File: config.mk
export PLATFORM = sky130hd
export DESIGN_NAME = lsu_bus_master_flat
export DESIGN_NICKNAME = d
export VERILOG_FILES = /design/src/rtl/lsu_bus_master_pkg.sv /design/src/rtl/lsu_bus_master_if.sv /design/src/rtl/lsu_bus_master_load_data_aligner.sv /design/src/rtl/lsu_bus_master.sv /design/src/flat_wrapper.sv
export SDC_FILE = /design/constraint.sdc
export NUM_CORES = 1
export LEC_CHECK = 0
export CORE_UTILIZATION = 25
export DETAILED_ROUTE_END_ITERATION = 12
export DONT_BUFFER_PORTS = 1
export REMOVE_ABC_BUFFERS = 1
export SYNTH_ARGS = -nofsm -noshare
export SYNTH_HDL_FRONTEND = slang
export SYNTH_HIERARCHICAL = 1
export SYNTH_SLANG_ARGS = --single-unit
File: constraint.sdc
create_clock -name clk -period 2.5 [get_ports clk]
set_clock_uncertainty 0.15 [all_clocks]
set_input_delay 0.25 -clock clk [delete_from_list [all_inputs] [get_ports clk]]
set_output_delay 0.25 -clock clk [all_outputs]
set_load 0.01 [all_outputs]
File: src/rtl/lsu_bus_master_pkg.sv
// Purpose: shared FSM state type, RV32I load/store funct3 codes and lane helpers for lsu_bus_master.
// Latency: n/a (types and pure functions only).
// Backpressure: n/a.
package lsu_bus_master_pkg;

    typedef enum logic [1:0] {
        ST_IDLE = 2'd0,
        ST_REQ  = 2'd1,
        ST_DONE = 2'd2
    } lsu_state_t;

    // Loads and stores share funct3 encodings for the byte/half/word sizes.
    localparam logic [2:0] F3_LB  = 3'b000;
    localparam logic [2:0] F3_LH  = 3'b001;
    localparam logic [2:0] F3_LW  = 3'b010;
    localparam logic [2:0] F3_LBU = 3'b100;
    localparam logic [2:0] F3_LHU = 3'b101;
    localparam logic [2:0] F3_SB  = 3'b000;
    localparam logic [2:0] F3_SH  = 3'b001;
    localparam logic [2:0] F3_SW  = 3'b010;

    // Place right-aligned store data on every lane it could land on; the byte
    // strobes pick the lane that actually gets written.
    function automatic logic [31:0] store_lanes(input logic [2:0] func3, input logic [31:0] wdata);
        logic [31:0] lanes;
        case (func3)
            F3_SB:   lanes = {4{wdata[7:0]}};
            F3_SH:   lanes = {2{wdata[15:0]}};
            default: lanes = wdata;
        endcase
        return lanes;
    endfunction

    // Halfword accesses must be 2-byte aligned, word accesses 4-byte aligned.
    function automatic logic misaligned(input logic [2:0] func3, input logic [1:0] addr_lo);
        logic half_acc;
        logic word_acc;
        half_acc = (func3 == F3_LH) || (func3 == F3_LHU);
        word_acc = (func3 == F3_LW);
        return (half_acc && addr_lo[0]) || (word_acc && (addr_lo != 2'b00));
    endfunction

endpackage

File: src/rtl/lsu_bus_master_if.sv
// Purpose: word-wide single-outstanding request/ack bus between the LSU and memory.
// Latency: n/a (signal bundle only).
// Backpressure: master holds bus_req and payload stable until the slave returns bus_ack.
interface lsu_bus_master_if;
    logic        bus_req;
    logic        bus_we;
    logic [31:0] bus_addr;
    logic [31:0] bus_wdata;
    logic [3:0]  bus_be;
    logic        bus_ack;
    logic [31:0] bus_rdata;

    modport master (
        output bus_req, bus_we, bus_addr, bus_wdata, bus_be,
        input  bus_ack, bus_rdata
    );

    modport slave (
        input  bus_req, bus_we, bus_addr, bus_wdata, bus_be,
        output bus_ack, bus_rdata
    );
endinterface

File: src/rtl/lsu_bus_master_load_data_aligner.sv
// Purpose: pick the addressed byte/halfword out of a read word and sign/zero extend it.
// Latency: combinational.
// Backpressure: none.
module load_data_aligner
    import lsu_bus_master_pkg::*;
(
    input  logic [2:0]  func3,
    input  logic [1:0]  addr_lo,
    input  logic [31:0] word,
    output logic [31:0] rdata
);

    logic [7:0]  byte_sel;
    logic [15:0] half_sel;

    // Lane select followed by extension chosen by funct3; unknown funct3 reads as zero.
    always_comb begin
        case (addr_lo)
            2'd0:    byte_sel = word[7:0];
            2'd1:    byte_sel = word[15:8];
            2'd2:    byte_sel = word[23:16];
            default: byte_sel = word[31:24];
        endcase
        half_sel = addr_lo[1] ? word[31:16] : word[15:0];

        rdata = 32'h0;
        case (func3)
            F3_LB:   rdata = {{24{byte_sel[7]}}, byte_sel};
            F3_LBU:  rdata = {24'h0, byte_sel};
            F3_LH:   rdata = {{16{half_sel[15]}}, half_sel};
            F3_LHU:  rdata = {16'h0, half_sel};
            F3_LW:   rdata = word;
            default: rdata = 32'h0;
        endcase
    end

endmodule

File: src/rtl/lsu_bus_master.sv
// Purpose: turns one core load/store into one bus request, with timeout and optional misalign trap (LSU_MISALIGN_TRAP_EN).
// Latency: 2 cycles minimum (capture, request with same-cycle ack, done pulse); trapped accesses complete in 1.
// Backpressure: core is stalled until the done cycle; request is held until bus_ack or TIMEOUT wait cycles.
module lsu_bus_master
    import lsu_bus_master_pkg::*;
#(
    parameter int TIMEOUT = 255
) (
    input  logic                      clk,
    input  logic                      rst_n,
    input  logic                      core_valid,
    input  logic                      core_we,
    input  logic [2:0]                core_func3,
    input  logic [31:0]               core_addr,
    input  logic [31:0]               core_wdata,
    input  logic [3:0]                core_byteenable,
    output logic                      core_stall,
    output logic                      core_done,
    output logic [31:0]               core_rdata,
    output logic                      bus_err,
    lsu_bus_master_if.master          bus
);

    localparam int CW = (TIMEOUT < 2) ? 1 : $clog2(TIMEOUT + 1);

    lsu_state_t  state;
    logic [CW-1:0] wait_cnt;
    logic [CW-1:0] cnt_inc;
    logic        timeout_hit;
    logic        trap;

    logic        req_q;
    logic        we_q;
    logic [2:0]  func3_q;
    logic [31:0] addr_q;
    logic [31:0] wdata_q;
    logic [3:0]  be_q;
    logic        done_q;
    logic        err_q;
    logic [31:0] rdata_q;
    logic [31:0] ld_data;

`ifdef LSU_MISALIGN_TRAP_EN
    assign trap = misaligned(core_func3, core_addr[1:0]);
`else
    assign trap = 1'b0;
`endif

    assign cnt_inc     = wait_cnt + 1'b1;
    assign timeout_hit = (TIMEOUT != 0) && (cnt_inc == CW'(TIMEOUT));

    load_data_aligner u_aligner (
        .func3   (func3_q),
        .addr_lo (addr_q[1:0]),
        .word    (bus.bus_rdata),
        .rdata   (ld_data)
    );

    // Stall is released in the done cycle so the core advances exactly once;
    // gated by reset so every output reads zero while reset is held.
    assign core_stall = rst_n & core_valid & (state != ST_DONE);
    assign core_done  = done_q;
    assign core_rdata = rdata_q;
    assign bus_err    = err_q;

    assign bus.bus_req   = req_q;
    assign bus.bus_we    = we_q;
    assign bus.bus_addr  = {addr_q[31:2], 2'b00};
    assign bus.bus_wdata = wdata_q;
    assign bus.bus_be    = be_q;

    // Request FSM with registered bus payload and core completion outputs.
    always_ff @(posedge clk or negedge rst_n) begin
        if (!rst_n) begin
            state    <= ST_IDLE;
            wait_cnt <= '0;
            req_q    <= 1'b0;
            we_q     <= 1'b0;
            func3_q  <= 3'b000;
            addr_q   <= 32'h0;
            wdata_q  <= 32'h0;
            be_q     <= 4'h0;
            done_q   <= 1'b0;
            err_q    <= 1'b0;
            rdata_q  <= 32'h0;
        end else begin
            done_q <= 1'b0;
            err_q  <= 1'b0;
            case (state)
                ST_IDLE: begin
                    if (core_valid) begin
                        we_q    <= core_we;
                        func3_q <= core_func3;
                        addr_q  <= core_addr;
                        wdata_q <= store_lanes(core_func3, core_wdata);
                        be_q    <= core_we ? core_byteenable : 4'h0;
                        if (trap) begin
                            // Misaligned access never reaches the bus.
                            rdata_q <= 32'h0;
                            done_q  <= 1'b1;
                            err_q   <= 1'b1;
                            state   <= ST_DONE;
                        end else begin
                            wait_cnt <= '0;
                            req_q    <= 1'b1;
                            state    <= ST_REQ;
                        end
                    end
                end
                ST_REQ: begin
                    if (bus.bus_ack) begin
                        rdata_q <= ld_data;
                        req_q   <= 1'b0;
                        done_q  <= 1'b1;
                        state   <= ST_DONE;
                    end else if (timeout_hit) begin
                        rdata_q <= 32'h0;
                        req_q   <= 1'b0;
                        done_q  <= 1'b1;
                        err_q   <= 1'b1;
                        state   <= ST_DONE;
                    end else begin
                        wait_cnt <= cnt_inc;
                    end
                end
                ST_DONE: begin
                    state <= ST_IDLE;
                end
                default: begin
                    state <= ST_IDLE;
                end
            endcase
        end
    end

endmodule

File: src/flat_wrapper.sv
// flat-port wrapper written by rule: the top's interface ports become plain ports
module lsu_bus_master_flat import lsu_bus_master_pkg::*;
#(
    parameter int TIMEOUT = 255
)
  (clk, rst_n, core_valid, core_we, core_func3, core_addr, core_wdata, core_byteenable, core_stall, core_done, core_rdata, bus_err, bus_bus_req, bus_bus_we, bus_bus_addr, bus_bus_wdata, bus_bus_be, bus_bus_ack, bus_bus_rdata);
  lsu_bus_master_if bus_i ();
  input  logic clk;
  input  logic rst_n;
  input  logic core_valid;
  input  logic core_we;
  input  logic [2:0] core_func3;
  input  logic [31:0] core_addr;
  input  logic [31:0] core_wdata;
  input  logic [3:0] core_byteenable;
  output logic core_stall;
  output logic core_done;
  output logic [31:0] core_rdata;
  output logic bus_err;
  output wire logic [$bits(bus_i.bus_req)-1:0] bus_bus_req;
  output wire logic [$bits(bus_i.bus_we)-1:0] bus_bus_we;
  output wire logic [$bits(bus_i.bus_addr)-1:0] bus_bus_addr;
  output wire logic [$bits(bus_i.bus_wdata)-1:0] bus_bus_wdata;
  output wire logic [$bits(bus_i.bus_be)-1:0] bus_bus_be;
  input wire logic [$bits(bus_i.bus_ack)-1:0] bus_bus_ack;
  input wire logic [$bits(bus_i.bus_rdata)-1:0] bus_bus_rdata;
  assign bus_bus_req = bus_i.bus_req;
  assign bus_bus_we = bus_i.bus_we;
  assign bus_bus_addr = bus_i.bus_addr;
  assign bus_bus_wdata = bus_i.bus_wdata;
  assign bus_bus_be = bus_i.bus_be;
  assign bus_i.bus_ack = bus_bus_ack;
  assign bus_i.bus_rdata = bus_bus_rdata;
  lsu_bus_master #(.TIMEOUT(TIMEOUT)) u_core (.clk(clk), .rst_n(rst_n), .core_valid(core_valid), .core_we(core_we), .core_func3(core_func3), .core_addr(core_addr), .core_wdata(core_wdata), .core_byteenable(core_byteenable), .core_stall(core_stall), .core_done(core_done), .core_rdata(core_rdata), .bus_err(bus_err), .bus(bus_i));
endmodule
After elaboration in Yosys (flattened, before gate mapping) --
Index checks and enable logic that the tools add are counted. W data, S select, Z words.
Storage, ports and cells: output and inout bits 105, register bits 117, bits of input ports 108
Cells by class: add/sub/neg operators 1, multiplexer cells 24, equality and inequality tests 14, bitwise logic cells 2, reduce and logical (&&, ||, !) cells 11
Operators by type and width (number):
- $pmux W32 S5 | 1
- $mux W32 | 2
- $pmux W32 S2 | 1
- $mux W8 | 3
- $pmux W8 S3 | 1
- $mux W16 | 1
- $pmux W8 S2 | 1
- $add A8 B1 Y8 const B | 1
- $eq A8 B8 Y1 const B | 1
- $mux W1 | 8
- $ne A2 B2 Y1 const B | 4
- $eq A3 B1 Y1 const B | 2
- $eq A3 B3 Y1 const B | 2
- $logic_not A3 Y1 | 2
- $mux W2 | 3
- $reduce_and A2 Y1 | 3
- $eq A2 B1 Y1 const B | 2
- $logic_not A2 Y1 | 2
- $mux W4 | 1
- $pmux W2 S2 | 1
- $reduce_and A4 Y1 | 1
- $reduce_bool A2 Y1 | 2
- $eq A3 B2 Y1 const B | 1
- $ne A3 B2 Y1 const B | 1
- other kinds (4) | 5

Logic depth before layout (Yosys ltp) --
Gate-level depths: netlist (run 1).
depth in word-level cells 5, gate-level depth with buffers 7

By module --
Netlist (run 1), hierarchy kept.
By module, submodules not included:
- lsu_bus_master | sequential area each 2927.8 um2, area each 5096.1 um2, cells each 504, instances 1
- load_data_aligner | sequential area each 0.0 um2, area each 1071.0 um2, cells each 134, instances 1

Worst setup path before layout (run 1) --
No wires, ideal clock.
path kind reg2reg, start register u_core.wait_cnt[0], end register u_core.rdata_q[10], in the netlist u_core/core_rdata[10], cell stages (with the launch flop) 8, library setup time 0.121 ns, data arrival time 2.172 ns, path slack 0.058 ns, path through dfrtp_1 -> ha_1 -> nand3_2 -> or3_4 -> a2111oi_4 -> o21ai_4 -> buf_6 -> a22o_1
On the way: word-level cells in the longest chain between the ends 4
Ends and longest elaborated chain:
- start, declared | RTL line lsu_bus_master.sv:27 | logic [CW-1:0] wait_cnt;
- start signal, assigned | RTL line lsu_bus_master.sv:123 | wait_cnt <= cnt_inc;
- $add A8 B1 Y8 | RTL line lsu_bus_master.sv:49 | assign cnt_inc = wait_cnt + 1'b1;
- $eq A8 B8 Y1 | RTL line lsu_bus_master.sv:50 | assign timeout_hit = (TIMEOUT != 0) && (cnt_inc == CW'(TIMEOUT));
- $reduce_bool A2 Y1 (no source line)
- $reduce_and A2 Y1 (no source line)
- end signal, assigned | RTL line lsu_bus_master.sv:112 | rdata_q <= ld_data;
- end, declared | RTL line lsu_bus_master.sv:40 | logic [31:0] rdata_q;
Every way passes these cells. A chain may end at the register's enable or synchronous reset.

Worst setup path after layout (run 1) --
start register u_core.wait_cnt[0], end register u_core.wait_cnt[5]
On the way: word-level cells in the longest chain between the ends 4
Ends and longest elaborated chain (RTL line):
- $add A8 B1 Y8 (*) | lsu_bus_master.sv:49
- $eq A8 B8 Y1 / $mux W8 (equally long branches) | lsu_bus_master.sv:50, lsu_bus_master.sv:116
- $ne A2 B2 Y1 (no source line) / $mux W8 (equally long branches)
- $reduce_and A4 Y1 (no source line) / $pmux W8 S2 (equally long branches)
Every way passes the cells marked *; elsewhere a longest branch is shown, timed or not. The select of a mux whose other input is x is not followed.

==> impl_results.md, run 1 <==
* Status: finished with violations
* Failing checks: hold timing
* Final wirelength at 18500 um
* Crit path top cell by count: buf_4
* ANT nets after route at 0
* Finished Layout Cells at 1049
* Gate Count Post-Synth at 638
* CP max FO at 6
* Synth Register Bits at 117
* Initial cell density of the core at 0.254
* WHS at -614 ps
* CP Buf/Inv Count at 2
* Switch share at 0.382
* Pwr/cell area at 1040 nW/um2
* Post-synth cell types at 57
* Total GRT Usage at 0.143
* Most common cell in the synthesized netlist: nand2_1
* Num CTS Buffers at 17
* Worst-skew pair later-pin latency at 410 ps
* Sequential power share at 0.430
* Critical Path AT at 2530 ps
* Final hold vios at 117
* Max Buffers Root-to-Sink at 2
* Net switching power at 3130 uW
* CP required at 2660 ps
* Mapped Avg Cell Area at 9.67 um2
* Die Y at 159 um
* Die Width at 159 um
* Max-cap viol count at 0
* Critical-path top delay cell: or3_2
* Ant. Diodes at 0
* Final Setup Violations at 0
* GR Overflow Total at 0
* Multi-input gate area at 2760 um2
* Initial antenna violation count at 0
* Post-synthesis sequential area ratio at 0.475
* Crit Reg-Reg Startpoint: u_core/wait_cnt[0]
* Vias in the first global route at 5148
* Crit path launch: u_core/wait_cnt[0]
* Clk slew on worst S/H paths at 60 ps
* Clock sinks at 117
* Clock share of power at 0.274
* Filler cell count at 2440
* Worst Setup End Kind: flip-flop
* Count of input and output buffers at 0
* FFs w/ async S/R, synth at 1.00
* Dominant synthesized flop cell: dfrtp_1
* Via count at 5017
* DR DRC count at 0
* Top cell type's share of synthesized area at 0.475
* CP Cell Sequence: ha_1 -> nand3_2 -> o21ai_1 -> a2111oi_4 -> buf_4 -> buf_4 -> or3_2 -> o31ai_1
* VDD IR max at 0.000425 V
* Crit. path cell count at 8
* Initial DRC count at 540
* Placer congestion estimate at 0.803
* Post-Place Cells at 909
* Static leakage at 0.00359 uW
* HP Class: in2async
* First-pass DRT Iterations at 6
* RSZ-0062 raised after global routing: false
* CP delay by family, top: compound AO/OA/AOI/OAI gates
* Power share of the combinational group at 0.297
* Core area at 24200 um2
* Post-synth EDFFs at 0
* Rows at 57
* Ports at 213
* Die area at 25300 um2
* First-pass GRT wire length at 28600 um
* P_int at 5060 uW
* Vias/cell at 4.78
* Total power at 8190 uW
* DP Wirelength at 11000 um
* Max incr delay on CP at 470 ps
* Slew Viols, Final at 0
* Share of layout cells above drive strength 1 at 0.127
* Area growth from synthesis to layout at 28.1%
* Setup CP Type: reg2reg
* Ys Warns at 6
* FF-to-FF path depth at 8
* Mapped cell area at 6170 um2
* TritonCTS clock tree: done
* Top post-synthesis cells by count: nand2_1 (189), dfrtp_1 (117), mux2i_1 (43)
* Slew @ Worst Pin at 1030 ps
* Final Util at 0.326
* Highest clock rate at 0.422 GHz
* Root Driver: clkbuf_16
* Fin crit share at 0.947
* Crit path time final at 2370 ps
* Nets at 823
* CP Launch Type: flip-flop
* # H-tree levels at 4
* Routed WL per cell at 17.6 um
* Ranking of synthesized cells by area: dfrtp_1 (47%), nand2_1 (12%), mux2i_1 (7.0%)
* Largest net degree at the start of global routing at 119
* Leading area contributor after synthesis: dfrtp_1
* Reg area at 2930 um2
* Rel. slew slack at 0.308
-- registers in the layout, indices dropped and copies added (netlist names) --
register / count
u_core/bus.bus_req: 1
u_core/bus.bus_wdata: 32
u_core/addr_q: 32
u_core/bus_err: 1
u_core/core_done: 1
u_core/core_rdata: 32
u_core/bus.bus_be: 4
u_core/state: 2
u_core/wait_cnt: 8
u_core/bus.bus_we: 1
u_core/func3_q: 3
-- cells by family (layout without fill, tap and decap cells) --
| logic type | Yosys count | in the layout | synth area share |
|---|---|---|---|
| compound gates | 129 | 130 | 0.167 |
| buf+inv | 84 | 169 | 0.0846 |
| fa+ha+maj | 2 | 2 | 0.00406 |
| xor+xnor | 2 | 2 | 0.00284 |
| other cells | 1 | 2 | 0.000608 |
| mux | 51 | 51 | 0.0917 |
| flops | 117 | 117 | 0.475 |
| simple gates | 252 | 252 | 0.174 |
-- per-stage QoR --
step | TNS (ps) | instance area (um2) | setup WS, ps | hold WS, ps
2_1_floorplan | -14.8 | 5680 | -7.40 | -196
3_3_place_gp | 0 | 6270 | 116 | -193
3_5_place_dp | 0 | 6270 | 20.9 | -193
4_1_cts | 0 | 7850 | 20.9 | -646
5_1_grt | 0 | 7900 | 20.4 | -643
6_report | 0 | 7900 | 132 | -614
-- power groups by stage --
stage | Combinational, uW | Sequential (uW) | Clock, uW
6_report | 2430 | 3520 | 2240
5_1_grt | 2690 | 3620 | 2390
4_1_cts | 2380 | 3530 | 2330
3_5_place_dp | 2250 | 3530 | 0
3_3_place_gp | 2180 | 3540 | 0
2_1_floorplan | 1600 | 3420 | 0
-- layout make-up --
class | count | share of cell area
Timing Repair Buffer | 130 | 0.159
Multi-Input combinational cell | 439 | 0.349
Clock buffer | 21 | 0.0558
Clock inverter | 10 | 0.0108
Sequential cell | 117 | 0.371
Inverter | 8 | 0.00380
Tap cell | 324 | 0.0513
-- placed cells by master, fill, tap and decap left out, types with 3 or more instances in the layout --
master	n
o211ai_2	10
o221ai_1	8
dlygate4sd3_1	106
nor2b_1	3
nand2b_1	7
nor2_1	9
a32oi_1	3
a22o_1	31
buf_4	23
dfrtp_1	117
o2bb2ai_1	4
or2_2	3
mux2_2	4
nand2_1	188
a22o_2	3
clkinvlp_4	4
a21o_1	5
o31ai_1	3
o22ai_1	3
o211ai_1	6
nand3_1	23
clkbuf_16	17
clkbuf_1	4
mux2i_1	43
o21ai_0	38
inv_1	8
clkinv_2	5
-- layer usage --
metal  GRT usage  wire length, um  vias to the layer above
li1            -                -                     2331
met1       0.179             7890                     2412
met2       0.231             8810                      250
met3      0.0479             1520                       24
met4      0.0446              265                        0
met5           0                0                        -
-- worst paths after layout --
| path | endpoint | slack, ps |
|---|---|---|
| max in group asynchronous | u_core/bus.bus_wdata[27] | 2650 |
| min in group clk | u_core/bus.bus_wdata[27] | 20 |
| max | u_core/wait_cnt[5] | 130 |
| min | u_core/bus.bus_wdata[24] | -610 |
| min reg2reg | u_core/wait_cnt[5] | 360 |
| max reg2reg | u_core/wait_cnt[5] | 130 |
-- repair_timing --
item                                   in CTS  in global routing
buffers inserted                            0                  2
gates resized for setup                     0                  3
endpoints found under the hold margin     226                119
hold buffers                              105                  1
setup endpoints to repair                   0                 35
Note: power is estimated with default switching activity, not from simulation.
==> run 2: changes to the inputs <==
Settings changed: CAP_MARGIN set to 10, PLACE_DENSITY_LB_ADDON set to 0.2.
==> run 2 against run 1 <==
The flow still finishes with violations (hold timing); via count is 1.2% lower; global-route usage rose by 0.96 points; die area unchanged; combinational power down 2%; power increased by 3.0%; critical path depth down 1; sequential cell count is the same; utilization is 0.098 points higher; first-iteration DRC count decreased by 29%; critical endpoint is now u_core/core_rdata[31]; largest cell class unchanged.
==> impl_results.md, run 2 (synthesized netlist as in run 1, its figures left out) <==
* Die Y at 159 um (unchanged)
* HP Class: in2async (unchanged)
* Initial DRC count at 385 (was 540)
* FF-to-FF path depth at 7 (was 8)
* Filler cell count at 2506 (was 2440)
* CP Cell Sequence: ha_2 -> nand3_2 -> or3_4 -> a2111oi_4 -> buf_4 -> o21ai_4 -> a22o_2 (was ha_1 -> nand3_2 -> o21ai_1 -> a2111oi_4 -> buf_4 -> buf_4 -> or3_2 -> o31ai_1)
* RSZ-0062 raised after global routing: false (unchanged)
* Clock sinks at 117 (unchanged)
* Largest net degree at the start of global routing at 119 (unchanged)
* Max-cap viol count at 0 (unchanged)
* Share of layout cells above drive strength 1 at 0.127 (about the same)
* Root Driver: clkbuf_16 (unchanged)
* CP required at 2650 ps (was 2660 ps)
* Die Width at 159 um (unchanged)
* Worst Setup End Kind: flip-flop (unchanged)
* Max incr delay on CP at 400 ps (was 470 ps)
* ANT nets after route at 0 (unchanged)
* Fin crit share at 0.956 (was 0.947)
* # H-tree levels at 4 (unchanged)
* First-pass GRT wire length at 30000 um (was 28600 um)
* Area growth from synthesis to layout at 28.5% (was 28.1%)
* Final hold vios at 117 (unchanged)
* Commonest non-fill, non-tap cell in the layout: nand2_1 (unchanged)
* Worst-skew pair later-pin latency at 410 ps (about the same)
* CP Launch Type: flip-flop (unchanged)
* Num CTS Buffers at 17 (unchanged)
* Rows at 57 (unchanged)
* Multi-input gate area at 2750 um2 (was 2760 um2)
* Critical Path AT at 2540 ps (was 2530 ps)
* Final Util at 0.327 (was 0.326)
* DR DRC count at 0 (unchanged)
* Reg area at 2930 um2 (unchanged)
* Setup CP Type: reg2reg (unchanged)
* Worst r2r dst: u_core/core_rdata[31] (was u_core/wait_cnt[5])
* CTS Hold Bufs at 105 (unchanged)
* Rel. slew slack at 0.308 (about the same)
* Status: finished with violations (unchanged)
* Pwr/cell area at 1070 nW/um2 (was 1040 nW/um2)
* Critical-path top delay cell: or3_4 (was or3_2)
* Reg2reg setup slack at 110 ps (was 130 ps)
* CP max FO at 18 (was 6)
* Via count at 4955 (was 5017)
* Post-DP Area at 6240 um2 (was 6270 um2)
* Final wirelength at 18700 um (was 18500 um)
* Static leakage at 0.00358 uW (was 0.00359 uW)
* Slew @ Worst Pin at 1030 ps (about the same)
* Fin Setup TNS at 0 ps (unchanged)
* Vias in the first global route at 5271 (was 5148)
* Most frequent cells in the layout: nand2_1 (188), dfrtp_1 (117), dlygate4sd3_1 (105), mux2i_1 (43), o21ai_0 (38) (was nand2_1 (188), dfrtp_1 (117), dlygate4sd3_1 (106), mux2i_1 (43), o21ai_0 (38))
* Initial cell density of the core at 0.254 (unchanged)
* Slew Viols, Final at 0 (unchanged)
* Die area at 25300 um2 (unchanged)
* Ports at 213 (unchanged)
* First-pass DRT Iterations at 7 (was 6)
* Failing checks: hold timing (unchanged)
* Max Buffers Root-to-Sink at 2 (unchanged)
* Crit path time final at 2390 ps (was 2370 ps)
* WHS at -620 ps (was -614 ps)
* TritonCTS clock tree: done (unchanged)
* Routed WL per cell at 17.9 um (was 17.6 um)
* Initial antenna violation count at 1 (was 0)
* Count of input and output buffers at 0 (unchanged)
* Placer congestion estimate at 0.778 (was 0.803)
* DP Wirelength at 11600 um (was 11000 um)
* Highest clock rate at 0.418 GHz (was 0.422 GHz)
* Vias/cell at 4.75 (was 4.78)
* Core area at 24200 um2 (unchanged)
* Final Setup Violations at 0 (unchanged)
* Total GRT Usage at 0.152 (was 0.143)
* Crit Reg-Reg Startpoint: u_core/wait_cnt[1] (was u_core/wait_cnt[0])
* VDD IR max at 0.000370 V (was 0.000425 V)
* GR Overflow Total at 0 (unchanged)
* Clk slew on worst S/H paths at 60 ps (about the same)
* Final instance area at 7920 um2 (was 7900 um2)
* Nets at 816 (was 823)
-- run 2: cell count changes in the layout (fill, tap and decap cells not counted), moves of 2 or more --
cell	change
clkbuf_1	-4
buf_4	-6
clkinv_4	+3
clkinv_2	-3
inv_6	+2
bufinv_16	+2
-- run 2: final cells by class --
cell class              instances  area share
flip-flops and latches        117       0.370
multi-input cells             439       0.347
repair buffers                123       0.151
clock buffers                  17      0.0537
well taps                     324      0.0512
clock inverters                15      0.0229
inverters                       8     0.00379
diodes                          1    0.000316
-- run 2: worst max-delay path, delay by kind of cell, from the launching register on --
| kind | cells | cell delay [ps] |
|---|---|---|
| adders and majority gates | 1 | 230 |
| DFF | 1 | 360 |
| and+or+nand+nor | 2 | 520 |
| AOI/OAI and AO/OA | 3 | 810 |
| buffers and inverters | 1 | 210 |
-- run 2: what timing repair did --
action | CTS | global route
pin swaps | 2 | 3
gates cloned | 1 | 0
resized for setup | 2 | 1
setup endpoints to repair | 32 | 35
hold endpoints to repair | 228 | 117
buffers inserted | 1 | 0
-- run 2: where the power goes --
group,switching [uW],internal (uW),total (uW)
Sequential,939,2590,3530
Combinational,1290,1090,2380
Clock,954,1570,2530
-- run 2: routing by layer --
metal | part of all wire | GRT usage
met5 | 0 | 0
met4 | 0.0095 | 0.0468
met3 | 0.096 | 0.0576
met2 | 0.47 | 0.243
met1 | 0.42 | 0.190
-- run 2: how the worst max path moves through the flow --
stage	start	to	slack (ps)	cells after the start
CTS	u_core/wait_cnt[1]	u_core/core_rdata[0]	80	7
floorplan	u_core/wait_cnt[0]	u_core/core_rdata[31]	-7	6
finish	u_core/wait_cnt[1]	u_core/core_rdata[31]	110	7
detailed placement	u_core/wait_cnt[1]	u_core/core_rdata[31]	-20	6
global route	u_core/wait_cnt[0]	u_core/core_rdata[31]	0.6	7
global placement	u_core/wait_cnt[0]	u_core/core_rdata[31]	30	6
-- run 2: metrics by stage --
| step | total power (uW) | setup slack, ps | instances |
|---|---|---|---|
| 2_1_floorplan | 5020 | -7.40 | 563 |
| 3_3_place_gp | 5730 | 32.7 | 904 |
| 3_5_place_dp | 5790 | -20.7 | 904 |
| 4_1_cts | 8540 | 76.2 | 1043 |
| 5_1_grt | 9000 | 0.585 | 1044 |
| 6_report | 8440 | 109 | 1044 |
==> run 3: changes to the inputs <==
Settings changed: CORE_UTILIZATION 25 to 58, CTS_CLUSTER_SIZE set to 25, SLEW_MARGIN set to 20.
==> run 3 against run 2 <==
The run still ends with hold timing left; clock power hardly changed; critical path type unchanged; sequential power hardly changed; first-iteration DRC count is 2.1% lower.
==> impl_results.md, run 3 (synthesized netlist as in run 1, its figures left out) <==
* Status: finished with violations (unchanged)
* Failing checks: hold timing (unchanged)
* Area growth from synthesis to layout at 26.0% (was 28.5%)
* Most frequent cells in the layout: nand2_1 (188), dfrtp_1 (117), dlygate4sd3_1 (108), mux2i_1 (43), o21ai_0 (38) (was nand2_1 (188), dfrtp_1 (117), dlygate4sd3_1 (105), mux2i_1 (43), o21ai_0 (38))
* Final hold vios at 117 (unchanged)
* Slew @ Worst Pin at 710 ps (was 1030 ps)
* Commonest non-fill, non-tap cell in the layout: nand2_1 (unchanged)
* Pwr/cell area at 1100 nW/um2 (was 1070 nW/um2)
* Initial cell density of the core at 0.597 (was 0.254)
* VDD IR max at 0.000600 V (was 0.000370 V)
* TritonCTS clock tree: done (unchanged)
* Worst-skew pair later-pin latency at 510 ps (was 410 ps)
* First-pass DRT Iterations at 5 (was 7)
* CP required at 2740 ps (was 2650 ps)
* Via count at 5306 (was 4955)
* Ports at 213 (unchanged)
* Initial antenna violation count at 1 (unchanged)
* CP Launch Type: flip-flop (unchanged)
* HP Class: in2async (unchanged)
* ANT nets after route at 0 (unchanged)
* Clk slew on worst S/H paths at 60 ps (about the same)
* Slew Viols, Final at 0 (unchanged)
* Root Driver: clkbuf_8 (was clkbuf_16)
* GR Overflow Total at 0 (unchanged)
* Clock share of power at 0.292 (was 0.299)
* Die area at 11000 um2 (was 25300 um2)
* Net switching power at 3270 uW (was 3180 uW)
* Clock sinks at 117 (unchanged)
* CTS Hold Bufs at 108 (was 105)
* Switch share at 0.383 (was 0.377)
* Die Y at 105 um (was 159 um)
* Num CTS Buffers at 17 (unchanged)
* Setup CP Type: reg2reg (unchanged)
* DP Wirelength at 9560 um (was 11600 um)
* Post-Place Cells at 720 (was 904)
* First-pass GRT wire length at 27300 um (was 30000 um)
* Largest net degree at the start of global routing at 119 (unchanged)
* Vias in the first global route at 5385 (was 5271)
* Max Buffers Root-to-Sink at 2 (unchanged)
* Placer congestion estimate at 0.819 (was 0.778)
* Die Width at 105 um (was 159 um)
* Sequential power share at 0.413 (was 0.419)
* Multi-input gate area at 2750 um2 (about the same)
* Share of layout cells above drive strength 1 at 0.136 (was 0.127)
* CP max FO at 17 (was 18)
* Worst Setup End Kind: flip-flop (unchanged)
* Total GRT Usage at 0.318 (was 0.152)
* Fin crit share at 0.994 (was 0.956)
* Final Setup Violations at 0 (unchanged)
* Static leakage at 0.00364 uW (was 0.00358 uW)
* Power share of the combinational group at 0.295 (was 0.282)
* Reg area at 2930 um2 (unchanged)
* # H-tree levels at 4 (unchanged)
* WHS at -722 ps (was -620 ps)
* Filler cell count at 652 (was 2506)
* Crit path time final at 2480 ps (was 2390 ps)
* P_int at 5280 uW (was 5250 uW)
* Finished Layout Cells at 866 (was 1044)
* Critical Path AT at 2730 ps (was 2540 ps)
* Highest clock rate at 0.402 GHz (was 0.418 GHz)
* DR DRC count at 0 (unchanged)
* Rel. slew slack at 0.525 (was 0.308)
* Core area at 10300 um2 (was 24200 um2)
* Fin Setup TNS at 0 ps (unchanged)
* Nets at 826 (was 816)
* Final Util at 0.753 (was 0.327)
* Initial DRC count at 377 (was 385)
* Rows at 37 (was 57)
* Final wirelength at 17400 um (was 18700 um)
* Total power at 8560 uW (was 8440 uW)
* Routed WL per cell at 20.1 um (was 17.9 um)
* Count of input and output buffers at 0 (unchanged)
* Max-cap viol count at 0 (unchanged)
* Vias/cell at 6.13 (was 4.75)
## run 3: layout make-up
class / count / share of cell area
Antenna cell: 1 / 0.000322
Tap cell: 136 / 0.0219
Multi-Input combinational cell: 439 / 0.354
Clock inverter: 15 / 0.0251
Clock buffer: 17 / 0.0533
Timing Repair Buffer: 133 / 0.165
Inverter: 8 / 0.00386
Sequential cell: 117 / 0.377
## run 3: per-layer routing
layer	wire length, um	vias to the layer above	global-route usage
li1	-	2334	-
met1	6480	2598	0.371
met2	8740	327	0.541
met3	1780	47	0.111
met4	454	0	0.117
met5	0	-	0
## run 3: metrics by stage
step                cell area [um2]  setup slack (ps)
floorplan                      5680             -7.40
global placement               6030              92.1
detailed placement             6030              2.32
CTS                            7720              10.0
global route                   7770             -52.0
finish                         7770              15.2
## run 3: power by group through the flow
stage	registers, uW	logic [uW]	clock network (uW)
5_1_grt	3620	2760	2620
6_report	3530	2530	2500
3_3_place_gp	3520	2100	0
2_1_floorplan	3420	1600	0
3_5_place_dp	3520	2210	0
4_1_cts	3510	2370	2520
## run 3: worst paths after layout
check	from	endpoint	slack [ps]	cells after the start
hold reg to reg	u_core/wait_cnt[5]	u_core/wait_cnt[5]	370	1
hold / removal	rst_n	u_core/core_rdata[30]	-720	0
max in group asynchronous	rst_n	u_core/addr_q[16]	2730	0
setup / recovery	u_core/wait_cnt[1]	u_core/core_rdata[26]	20	7
setup reg to reg	u_core/wait_cnt[1]	u_core/core_rdata[26]	20	7
min in group clk	bus_bus_rdata[16]	u_core/core_rdata[0]	20	4
## run 3: critical path, stage by stage (launching register included)
cell	delay (ps)
dfrtp_1	390
ha_1	220
nand3_2	130
or3_4	410
a2111oi_4	380
buf_4	200
o21ai_4	170
a22o_1	320
## run 3: repair_timing
| item | 4_1_cts | 5_1_grt |
|---|---|---|
| buffers inserted | 0 | 4 |
| gates resized for setup | 0 | 4 |
| pin swaps | 1 | 2 |
| cloned | 0 | 1 |
| endpoints found under the hold margin | 228 | 117 |
| setup endpoints to repair | 2 | 37 |
